`src/rtl/enc_pkg.sv`:
```
// Shared definitions for the streaming priority encoder: index-width helper,
// priority-mode constants and the handshake state type.
package enc_pkg;

    localparam bit LSB_FIRST_MODE = 1'b1;
    localparam bit MSB_FIRST_MODE = 1'b0;

    typedef enum logic {
        IDLE = 1'b0,
        EMIT = 1'b1
    } state_t;

    function automatic int clog2(input int n);
        int r;
        r = 0;
        while ((1 << r) < n) r++;
        return r;
    endfunction

endpackage

```
`src/rtl/prio_enc_stream_comb.sv`:
```
// Combinational priority encoder: index of the winning set bit, an any-set
// flag and a one-hot mask of the winner, which the caller uses to clear that bit.
module prio_enc_comb
    import enc_pkg::*;
#(
    parameter int WIDTH     = 8,
    parameter bit LSB_FIRST = LSB_FIRST_MODE,
    localparam int IDX_W    = clog2(WIDTH)
) (
    input  logic [WIDTH-1:0] vec,
    output logic [IDX_W-1:0] idx,
    output logic             any,
    output logic [WIDTH-1:0] onehot
);

    // Later loop iterations overwrite earlier ones, so scan towards the winner.
    always_comb begin
        idx    = '0;
        onehot = '0;
        any    = |vec;
        if (LSB_FIRST == LSB_FIRST_MODE) begin
            for (int i = WIDTH - 1; i >= 0; i--) begin
                if (vec[i]) begin
                    idx    = IDX_W'(i);
                    onehot = WIDTH'(1) << i;
                end
            end
        end else begin
            for (int i = 0; i < WIDTH; i++) begin
                if (vec[i]) begin
                    idx    = IDX_W'(i);
                    onehot = WIDTH'(1) << i;
                end
            end
        end
    end

endmodule

```
`src/rtl/prio_enc_stream.sv`:
```
// Streaming priority encoder: accepts a request vector and emits the index of
// each set bit, one per output beat in priority order, flagging the final beat.
module prio_enc_stream
    import enc_pkg::*;
#(
    parameter int WIDTH     = 8,
    parameter bit LSB_FIRST = LSB_FIRST_MODE,
    localparam int IDX_W    = clog2(WIDTH)
) (
    input  logic             clk,
    input  logic             rst,
    input  logic             in_valid,
    output logic             in_ready,
    input  logic [WIDTH-1:0] in_vec,
    output logic             out_valid,
    input  logic             out_ready,
    output logic [IDX_W-1:0] out_idx,
    output logic             out_last,
    output logic             out_zero
);

    state_t           state;
    state_t           state_nxt;
    logic [WIDTH-1:0] pend;
    logic             zero;
    logic             busy;
    logic             accept;
    logic             fire;
    logic             enc_any;
    logic [WIDTH-1:0] enc_onehot;
    logic             at_most_one;

    prio_enc_comb #(
        .WIDTH     (WIDTH),
        .LSB_FIRST (LSB_FIRST)
    ) u_enc (
        .vec    (pend),
        .idx    (out_idx),
        .any    (enc_any),
        .onehot (enc_onehot)
    );

    assign busy        = (state == EMIT);
    assign at_most_one = ((pend & (pend - WIDTH'(1))) == '0);
    assign out_valid   = busy;
    // Gated by busy so the flag reads 0 while idle even though pend is empty.
    assign out_last    = busy & at_most_one;
    assign out_zero    = zero;
    assign in_ready    = !busy || (out_valid && out_ready && out_last);
    assign accept      = in_valid && in_ready;
    assign fire        = out_valid && out_ready;

    always_comb begin
        state_nxt = state;
        case (state)
            IDLE: if (accept) state_nxt = EMIT;
            EMIT: if (fire && out_last && !accept) state_nxt = IDLE;
            default: state_nxt = IDLE;
        endcase
    end

    always_ff @(posedge clk or posedge rst) begin
        if (rst) begin
            state <= IDLE;
        end else begin
            state <= state_nxt;
        end
    end

    // A same-edge accept replaces whatever remains of the finishing vector.
    always_ff @(posedge clk or posedge rst) begin
        if (rst) begin
            pend <= '0;
            zero <= 1'b0;
        end else if (accept) begin
            pend <= in_vec;
            zero <= (in_vec == '0);
        end else if (fire && enc_any) begin
            pend <= pend & ~enc_onehot;
        end
    end

endmodule

```
`config.mk`:
```
export PLATFORM = sky130hd
export DESIGN_NAME = prio_enc_stream
export DESIGN_NICKNAME = d
export VERILOG_FILES = /design/src/rtl/enc_pkg.sv /design/src/rtl/prio_enc_stream_comb.sv /design/src/rtl/prio_enc_stream.sv
export SDC_FILE = /design/constraint.sdc
export NUM_CORES = 1
export LEC_CHECK = 0
export ABC_AREA = 1
export CORE_MARGIN = 2
export CORE_UTILIZATION = 47
export DETAILED_ROUTE_END_ITERATION = 16
export PLACE_DENSITY = 0.84
export SETUP_SLACK_MARGIN = 0.5
export SKIP_LAST_GASP = 1
export SYNTH_ARGS = -nofsm -noshare
export SYNTH_HDL_FRONTEND = slang
export SYNTH_SLANG_ARGS = --single-unit
```
`constraint.sdc`:
```
create_clock -name clk -period 1.8 [get_ports clk]
set_input_delay 0.27 -clock clk [delete_from_list [all_inputs] [get_ports clk]]
set_output_delay 0.27 -clock clk [all_outputs]
set_load 0.1 [all_outputs]
```
Word level (Yosys, flattened, before mapping)
Cells that the tools add are included.
{"block": "totals", "reg_bits": 10, "inputBits": 12, "out_inout_bits": 7}
{"block": "op_classes", "addsub": 1, "muxes": 21, "bitwise": 5, "reduce_logical": 12}
{"op": "$mux W8", "n": 10}
{"op": "$mux W3", "n": 8}
{"op": "$and A8 B8 Y8", "n": 2}
{"op": "$logic_not A8 Y1", "n": 2}
{"op": "$not A8 Y8", "n": 1}
{"op": "$reduce_or A8 Y1", "n": 1}
{"op": "$sub A8 B1 Y8 const B", "n": 1}
{"op": "$logic_and A1 B1 Y1", "n": 5}
{"op": "$logic_not A1 Y1", "n": 2}
{"op": "$mux W1", "n": 2}
{"op": "$pmux W1 S2", "n": 1}
{"op": "$reduce_bool A2 Y1", "n": 1}
{"op": "$and A1 B1 Y1", "n": 1}
{"op": "$logic_or A1 B1 Y1", "n": 1}
{"op": "$not A1 Y1", "n": 1}

Depth between registers and ports, before layout
{"block": "depth", "ltp_word": 12, "depth_mapped": 11, "depth_no_buf": 11}

Hierarchy
A second synthesis with hierarchy kept.
{"block": "unflattened", "cells_unflattened": 137, "area_unflattened_um2": 914.6}
{"mod": "prio_enc_stream", "seq_area_each_um2": 250.2, "area_per_inst_um2": 724.4, "cells_each": 105, "n_inst": 1}
{"mod": "prio_enc_comb", "seq_area_each_um2": 0.0, "area_per_inst_um2": 190.2, "cells_each": 32, "n_inst": 1}

Worst setup path after synthesis
Ideal clock, no wire load.
{"block": "synth_timing", "kind": "register to output", "start": "register state, in the netlist out_valid", "end": "output port out_last", "arrival_ns": 4.141, "path_buffers": 0, "path_slack_ns": -2.611, "stages_incl_launch_ff": 5, "path_cell_list": "dfrtp_1 -> nand2_1 -> nor2_1 -> nand2_1 -> nor4_1"}
{"block": "synth_via", "elab_chain_cells": 1}
{"element": "start: declaration", "line": "prio_enc_stream.sv:22", "text": "state_t state;"}
{"element": "start signal: assignment", "line": "prio_enc_stream.sv:66", "text": "state <= state_nxt;"}
{"element": "$and A1 B1 Y1", "line": "prio_enc_stream.sv:47", "text": "assign out_last = busy & at_most_one;"}
{"element": "end: declaration", "line": "prio_enc_stream.sv:18", "text": "output logic out_last,"}
Every way passes these cells.

Worst setup path after layout
{"block": "layout_timing", "start": "register pend[0]", "end": "output port in_ready"}
{"block": "layout_via", "elab_chain_cells": 6}
{"element": "start: declaration", "line": "prio_enc_stream.sv:24", "text": "logic [WIDTH-1:0] pend;"}
{"element": "start signal: assignment", "line": "prio_enc_stream.sv:76", "text": "pend <= in_vec;"}
{"element": "start signal: assignment", "line": "prio_enc_stream.sv:79", "text": "pend <= pend & ~enc_onehot;"}
{"element": "$sub A8 B1 Y8", "line": "prio_enc_stream.sv:44", "text": "assign at_most_one = ((pend & (pend - WIDTH'(1))) == '0);"}
{"element": "$and A8 B8 Y8 *", "line": "prio_enc_stream.sv:44"}
{"element": "$logic_not A8 Y1 *", "line": "prio_enc_stream.sv:44"}
{"element": "$and A1 B1 Y1 *", "line": "prio_enc_stream.sv:47"}
{"element": "$logic_and A1 B1 Y1 *", "line": "prio_enc_stream.sv:49", "text": "assign in_ready = !busy || (out_valid && out_ready && out_last);"}
{"element": "$logic_or A1 B1 Y1 *", "line": "prio_enc_stream.sv:49"}
{"element": "end: declaration", "line": "prio_enc_stream.sv:13", "text": "output logic in_ready,"}
Mark *: on every way between the ends. The rest lies on a longest branch, timed or not.

==> impl_results.md <==
- Die Y: 44.60 um
- Initial antenna violation count: 0
- Total GRT Usage: 30.77%
- Die ar.: 1989 um^2
- Htree depth: 1
- Final hold vios: 0
- Tightest Pin Transition: 0.4112 ns
- Maximum clock frequency: 494.5 MHz
- Final setup viols: 11
- Post-synthesis sequential area ratio: 32.31%
- Number of remaining DRC errors: 0
- Via density: 6.124
- EDFF count, synth: 0
- Worst r2r path cells: 12
- Synth Area per Inst: 6.401 um^2
- Number of synthesis warnings: 0
- Post-DP HPWL: 1636 um
- CP endpoint kind: output pin
- Ys flop type: dfrtp_1
- Max Slew Vio Count: 0
- Reg-to-Reg End: pend[6]
- Final Util: 85.80%
- I/O pins: 19
- Number of global-route vias before repair: 999
- Rel. slew slack: 72.55%
- N_diodes: 0
- Nets: 166
- Yosys top cell area share: 32.31%
- Number of buffers added on ports: 18
- Pre-antenna DRT Iters: 5
- Crit path DAT: 1.75 ns
- Layout cell share with drive strength beyond 1: 40.52%
- Fin crit share: 112.3%
- Post-Route WL: 3049 um
- Root Driver: clkbuf_4
- Worst Clk Skew: 0.009980 ns
- Hold WC Path Type: input port to asynchronous set/reset pin
- Leading area contributor after synthesis: dfrtp_1
- Commonest cells in the netlist: nand2_1 (37), nand3_1 (23), inv_1 (16)
- Max incr delay on CP: 0.44 ns
- Num rows: 14
- Number of DRC markers in iteration 0: 79
- Outcome: finished with violations
- PnR worst setup slack: -0.2221 ns
- GPL Wtd Cong: 0.8154
- Core Area: 1524 um^2
- Worst setup endpoint: in_ready
- Die width: 44.60 um
- Starting density of the core: 50.82%
- DR WL/cell: 18.04 um
- Largest net degree at the start of global routing: 18
- CTS tree: built
- Synth cell types: 17
- CP Data Required Time: 1.53 ns
- Max cap viols: 0
- Setup CP Type: flip-flop to output pin
- Crit-path max FO: 5
- First-pass GRT wire length: 4298 um
- Critical Path Most Common Cell: nor2_1
- Buffers from clock root to sink, at most: 2
- CP startpoint kind: flip-flop
- Crit. Startpoint: pend[0]
- Crit-path cells: nor2_4 -> nor2_1 -> nor2_1 -> nand2_2 -> nor2_2 -> nand3_2 -> nand2_4 -> buf_12
- Area Overhead vs Synth: 68.82%
- Synth Net Count: 133
- Crit path time final: 2.022 ns
- Synth Cell Area: 774.5 um^2
- Cells after Synth: 121
- Overflow after GRT: 0
- Via count: 1035
- Setup repair after global routing missed its margin: yes
- #FFs+latches synth: 10
- Worst r2r src: pend[0]
- Failing checks: setup timing
- Reg2Reg Setup Slack: -0.15 ns
- Top post-synthesis cells by area: dfrtp_1 (32%), nand2_1 (18%), nand3_1 (15%), inv_1 (7.8%), nor2_1 (4.4%)
- Final ANT Viol Nets: 0
- Clock-pin slew on the worst setup and hold paths: 0.08 ns
- TritonCTS Buffers: 3
- Count leader, synth: nand2_1
- Worst-Skew Late Latency: 0.29 ns
- Synth async-reset ratio: 100.0%
- CTS Sinks: 10
- Slowest stage cell, crit path: dfrtp_2
[critical path, delay by kind of cell (launching register included)]
family        cells  cell delay [ns]
buf+inv           1             0.17
flops             1             0.44
simple gates      7             0.84
[metal layers]
| layer | routed length (um) | share of wire [%] | GRT usage [%] |
|---|---|---|---|
| met5 | 0 | 0 | 0 |
| met4 | 204 | 6.7 | 21.21 |
| met3 | 250 | 8.2 | 3.673 |
| met2 | 1554 | 51 | 56.52 |
| met1 | 1039 | 34 | 31.81 |
[through the flow]
| stage | setup TNS, ns | hold WS, ns | setup slack (ns) | instances | cell area (um^2) |
|---|---|---|---|---|---|
| 6_report | -1.095 | 0.2901 | -0.2221 | 169 | 1308 |
| 4_1_cts | -0.4480 | 0.2784 | -0.1706 | 165 | 1230 |
| 5_1_grt | -1.714 | 0.3204 | -0.2795 | 169 | 1308 |
| 2_1_floorplan | -0.5892 | 0.1102 | -0.3982 | 121 | 863.3 |
| 3_5_place_dp | 0 | 0.5342 | 0.02657 | 156 | 1140 |
| 3_3_place_gp | 0 | 0.5302 | 0.05572 | 156 | 1140 |
[kinds of logic after synthesis]
logic type	Yosys count	share of synthesized area (%)
buffers and inverters	21	12.28
flip-flops	10	32.31
AND/OR/NAND/NOR	84	51.05
AO/OA/AOI/OAI	6	4.362
[area by class of cell]
cell class,count,area (um^2)
clock buffers,4,26.28
fillers,73,216.5
inverters,18,67.56
multi-input cells,90,545.5
flip-flops and latches,10,259.0
well taps,16,20.02
repair buffers,31,389.1
[placed cells by master, fill, tap and decap left out, drive strengths merged]
cell / n
a21oi: 3
buf: 19
clkbuf: 5
clkdlybuf4s50: 11
dfrtp: 10
inv: 18
nand2: 41
nand3: 23
nor2: 16
nor3: 1
nor4: 3
o21ai: 3
[worst min-delay path by stage]
stage	from	end	slack (ns)	cells past startpoint
finish	rst	pend[7]	0.29	2
global route	rst	pend[7]	0.32	2
CTS	rst	pend[7]	0.28	2
detailed placement	out_zero	out_zero	0.53	2
global placement	out_zero	out_zero	0.53	2
floorplan	rst	out_zero	0.11	1
[flip-flops by register name, indices dropped and copies added, names as in the netlist]
name       flops
pend           8
out_zero       1
out_valid      1
[timing repair]
item                       in CTS  in global routing
setup buffers                   5                  3
hold buffers                    0                  0
pin swaps                       6                 10
cloned                          0                  1
gates resized for setup         9                 11
setup endpoints to repair      15                 15
Power is not shown: default switching activity piles up to over one toggle a cycle in this logic, so the estimate is an artifact.
